--- config.mk ---
export PLATFORM = sky130hd
export DESIGN_NAME = cic_integrator_chain
export DESIGN_NICKNAME = d
export VERILOG_FILES = /design/src/rtl/cic_integrator_chain.sv
export SDC_FILE = /design/constraint.sdc
export NUM_CORES = 1
export LEC_CHECK = 0
export ABC_AREA = 1
export BUFFER_PORTS_ARGS = -buffer_cell sky130_fd_sc_hd__buf_2
export CAP_MARGIN = 20
export CORE_MARGIN = 4
export CORE_UTILIZATION = 35
export DETAILED_ROUTE_END_ITERATION = 8
export PLACE_DENSITY_LB_ADDON = 0.08
export SLEW_MARGIN = 40
export SYNTH_ARGS = -nofsm -noshare
export SYNTH_HDL_FRONTEND = slang
export SYNTH_SLANG_ARGS = --single-unit
export TNS_END_PERCENT = 20
--- constraint.sdc ---
create_clock -name clk -period 8.9 [get_ports clk]
set_input_delay 1.335 -clock clk [delete_from_list [all_inputs] [get_ports clk]]
set_output_delay 1.335 -clock clk [all_outputs]
set_load 0.05 [all_outputs]
--- src/rtl/cic_integrator_chain.sv ---
// Time-multiplexed cascade of ORDER integrators for the decimating CIC front end.
// Each stage keeps one accumulator per channel and registers its sum with the tag for the next stage.
module cic_integrator_chain #(
    parameter int WIDTH     = 16,
    parameter int ORDER     = 3,
    parameter int GROWTH    = 7,
    parameter int CHANNELS  = 2,
    parameter int CH_W      = (CHANNELS > 1) ? $clog2(CHANNELS) : 1,
    parameter int OUT_WIDTH = WIDTH + GROWTH
) (
    input  logic                 clk,
    input  logic                 rst,
    input  logic                 clk_en,
    input  logic                 clr,
    input  logic                 in_valid,
    input  logic [CH_W-1:0]      in_chan,
    input  logic [WIDTH-1:0]     in_data,
    output logic                 out_valid,
    output logic [CH_W-1:0]      out_chan,
    output logic [OUT_WIDTH-1:0] out_data
);

    localparam logic [CH_W:0] CH_LIMIT = (CH_W + 1)'(CHANNELS);

    logic [OUT_WIDTH-1:0] acc_r        [ORDER][CHANNELS];
    logic                 pipe_valid_r [ORDER];
    logic [CH_W-1:0]      pipe_chan_r  [ORDER];
    logic [OUT_WIDTH-1:0] pipe_data_r  [ORDER];

    logic                 stage_valid_s [ORDER];
    logic [CH_W-1:0]      stage_chan_s  [ORDER];
    logic [OUT_WIDTH-1:0] stage_data_s  [ORDER];
    logic [OUT_WIDTH-1:0] sum_s         [ORDER];

    logic in_ok_s;

    // Samples tagged with a channel that does not exist are dropped at the door.
    assign in_ok_s = in_valid && ({1'b0, in_chan} < CH_LIMIT);

    genvar k;
    generate
        for (k = 0; k < ORDER; k++) begin : g_stage
            if (k == 0) begin : g_first
                assign stage_valid_s[k] = in_ok_s;
                assign stage_chan_s[k]  = in_chan;
                assign stage_data_s[k]  = OUT_WIDTH'($signed(in_data));
            end else begin : g_next
                assign stage_valid_s[k] = pipe_valid_r[k-1];
                assign stage_chan_s[k]  = pipe_chan_r[k-1];
                assign stage_data_s[k]  = pipe_data_r[k-1];
            end
            // Modular sum: the comb section downstream relies on wrap-around.
            assign sum_s[k] = acc_r[k][stage_chan_s[k]] + stage_data_s[k];
        end
    endgenerate

    // Accumulator and stage pipeline update; clear beats data, enable gates everything.
    always_ff @(posedge clk or posedge rst) begin
        if (rst) begin
            for (int s = 0; s < ORDER; s++) begin
                for (int c = 0; c < CHANNELS; c++) begin
                    acc_r[s][c] <= '0;
                end
                pipe_valid_r[s] <= 1'b0;
                pipe_chan_r[s]  <= '0;
                pipe_data_r[s]  <= '0;
            end
        end else if (clk_en) begin
            if (clr) begin
                // Data/tag registers keep their last values so out_data/out_chan hold.
                for (int s = 0; s < ORDER; s++) begin
                    for (int c = 0; c < CHANNELS; c++) begin
                        acc_r[s][c] <= '0;
                    end
                    pipe_valid_r[s] <= 1'b0;
                end
            end else begin
                for (int s = 0; s < ORDER; s++) begin
                    pipe_valid_r[s] <= stage_valid_s[s];
                    if (stage_valid_s[s]) begin
                        acc_r[s][stage_chan_s[s]] <= sum_s[s];
                        pipe_chan_r[s]            <= stage_chan_s[s];
                        pipe_data_r[s]            <= sum_s[s];
                    end
                end
            end
        end
    end

    assign out_valid = pipe_valid_r[ORDER-1];
    assign out_chan  = pipe_chan_r[ORDER-1];
    assign out_data  = pipe_data_r[ORDER-1];

endmodule

==> metrics.json <==
{
  "drt": {
    "drt_wl_total_mm": 40.8,
    "route.detailed.drc": 0,
    "initialDrtViolationCount": 802,
    "route.detailed.vias_per_inst": 4.76,
    "detail_route.wirelength.met1_mm": 19.9,
    "length_of_the_first_detailed_routing_pass_in_iterations": 7,
    "routed-via-count": 12200,
    "wl_per_cell_um": 15.9,
    "top_signal_layer_used": "met4",
    "detailroute.wirelength.met3_mm": 1.68,
    "dr_wl_met2_mm": 18.2,
    "drt.antenna.violating_nets": 0
  },
  "critical_path": {
    "critical_path.endpoint_type": "register",
    "start_kind": "primary input",
    "required_ps": 9340,
    "timing.critical_path.fanout_max": 39,
    "critical_path_class": "primary input to register",
    "crit_arrival_ps": 3750,
    "worstRegToRegCells": 14
  },
  "sta": {
    "setup-tns-final_ps": 0,
    "setup_ws_ps": 5590,
    "achievable-frequency_ghz": 0.302,
    "maxSlewHeadroom_pct": 42.9,
    "timing.final.crit_share_pct": 37.2,
    "final_hold_viol_count": 0,
    "min_period_ps": 3310,
    "timing_worst_slew_pin_value_ps": 857,
    "unrepaired_setup_endpoints_after_global_routing": "false",
    "final-max-slew-violation-count": 0,
    "finalClockSkew_ps": 20.2,
    "finalSetupViolations": 0
  },
  "global_route": {
    "antenna_found_initial": 0,
    "grt_first_pass_wirelength_mm": 65.4,
    "grt_overflow": 0,
    "grt_util_all_layers_pct": 19.3,
    "number_of_global_route_vias_before_repair": 11800,
    "grt_start_max_net_pins": 89
  },
  "clock_tree": {
    "clkLatencyLatePin_ps": 560,
    "cts_repair_resize_count": 0,
    "worst_setup_hold_path_clk_slew_ps": 50,
    "tritoncts.num_buffers": 27,
    "cts_num_sinks": 213,
    "post_cts_hold_buffer_count": 0,
    "post_cts_buffers": 0,
    "tritoncts_clock_tree": "done",
    "htreeDepth": 1,
    "clock-root-buffer": "clkbuf_16",
    "clockBufferDepth": 3
  },
  "die": {
    "die_height_um": 207,
    "io_pins": 47,
    "coreArea_um2": 38800,
    "die-width_um": 207,
    "floorplan.initialDensity_pct": 35.5,
    "rows": 72,
    "fp.dieArea_um2": 42700
  },
  "synth": {
    "syn_nets": 2107,
    "synthesis.area_per_instance_um2": 6.85,
    "post_synth_instance_area_um2": 13800,
    "post-synth-top-area-fraction_pct": 38.6,
    "synth.distinct_cells": 30,
    "yosys_warnings": 0,
    "yosys_register_bits": 213,
    "synth_top_cells_by_area": "dfrtp_1 39%, nand2_1 23%, inv_1 7.4%, nand3_1 6.4%, ha_1 6.0%",
    "postSynthCellCount": 2016,
    "synth-seq-area-share_pct": 38.6,
    "synth_area_leader": "dfrtp_1"
  },
  "layout": {
    "layout.cells.most_common_list": "843 x nand2_1, 270 x inv_1, 213 x dfrtp_1",
    "final_net_count": 2121,
    "area_growth_from_synthesis_to_layout_pct": 10.3,
    "number_of_inserted_diodes": 0,
    "layout.cells.most_common": "nand2_1",
    "final_layout_size_suffix_gt1_share_pct": 6.59
  },
  "hold_path": {
    "worstHoldPathType": "register to register",
    "timing.hold.worst_path_depth": 2
  },
  "place": {
    "dp_worst_setup_slack_ps": 4650,
    "buffer_ports.inserted": 46,
    "globalplace.congestion": 0.895,
    "place.detailed.hpwl_mm": 30.9
  },
  "power": {
    "power_density_nw_per_um2": 234,
    "power.static_leakage_nw": 8.50,
    "vdd.ir_drop.worst_mv": 0.127
  },
  "status": {
    "run_status": "finished clean"
  },
  "job": {
    "cap_violations": 0
  }
}
critical path: stages:
cell	delay, ps
buf_4	400
inv_1	430
nand2_1	150
nand2_1	60
ha_1	360
nand2_1	120
nor2_1	220
nand2_1	130
nor2_1	100
nand2_1	110
nand3_1	100
nand2_1	90
nand3_1	80
nand2_1	50
metal layers:
layer | vias to the layer above | track usage, %
met3 | 54 | 2.41
met5 | - | 0
met1 | 5636 | 27.5
met2 | 202 | 31.1
li1 | 6319 | -
met4 | 0 | 5.39
cell type report:
type	count	area [µm²]
fillers	4213	23600
multi-input cells	1447	6990
flip-flops and latches	213	5330
inverters	291	1110
clock buffers	37	733
well taps	518	648
repair buffers	50	270
clock inverters	11	143
worst paths after layout:
kind,start,slack (ps),end
max,in_chan,5590,pipe_data_r[67]
min,out_chan,470,out_chan
max reg2reg,pipe_chan_r[2],5830,pipe_data_r[42]
min reg2reg,out_chan,470,out_chan
max in group asynchronous,rst,6900,acc_r[77]
min in group asynchronous,rst,890,acc_r[92]
power by group:
part,switching (W),leakage [nW],internal (W)
clock network,0.000441,0.429,0.000662
registers,0.000126,2.86,0.00115
logic,0.000835,5.21,0.000342
total,0.00140,8.50,0.00215
sequential cells by signal (all words and copies together), names as in the netlist:
signal        cells
acc_r           138
out_chan          1
out_data         23
out_valid         1
pipe_chan_r       2
pipe_data_r      46
pipe_valid_r      2
stage by stage:
step | cell area (µm²) | power, W | std cells | hold WS, ps | util [%]
floorplan | 13800 | 0.00221 | 2016 | 449 | -
global placement | 14300 | 0.00246 | 2519 | 458 | 36.9
detailed placement | 14300 | 0.00247 | 2519 | 461 | 36.9
CTS | 15200 | 0.00360 | 2567 | 477 | 39.1
global route | 15200 | 0.00380 | 2567 | 486 | 39.2
finish | 15200 | 0.00355 | 2567 | 470 | 39.2
cells by family (layout without fill, tap and decap cells):
group           Yosys count  in the layout  synth area share [%]
compound gates          181            181                  7.01
xor+xnor                 24             24                  1.52
fa+ha+maj                69             69                  6.42
buf+inv                 356            389                  10.9
flops                   213            213                  38.6
simple gates           1173           1173                  35.6
Yosys cell counts:
master    number
a21oi_1       36
nor2_4         1
o21ai_1       16
dfrtp_1      213
inv_2         16
buf_4         25
nor2_1        97
xor2_1         9
ha_1          66
clkbuf_1      10
a21oi_2        3
inv_1        271
inv_4          4
buf_1          1
nand2_1      843
buf_6          4
nor2_8         9
nand4_1       13
and2_1         2
nand3b_1      17
o21ai_0       96
xnor2_1       15
a22o_1         2
buf_2         25
nand3_1      177
fa_1           3
o21ai_2        3
o22ai_1       25
nor3_1         6
or2_2          8
Power figures use the tool's default switching activity.
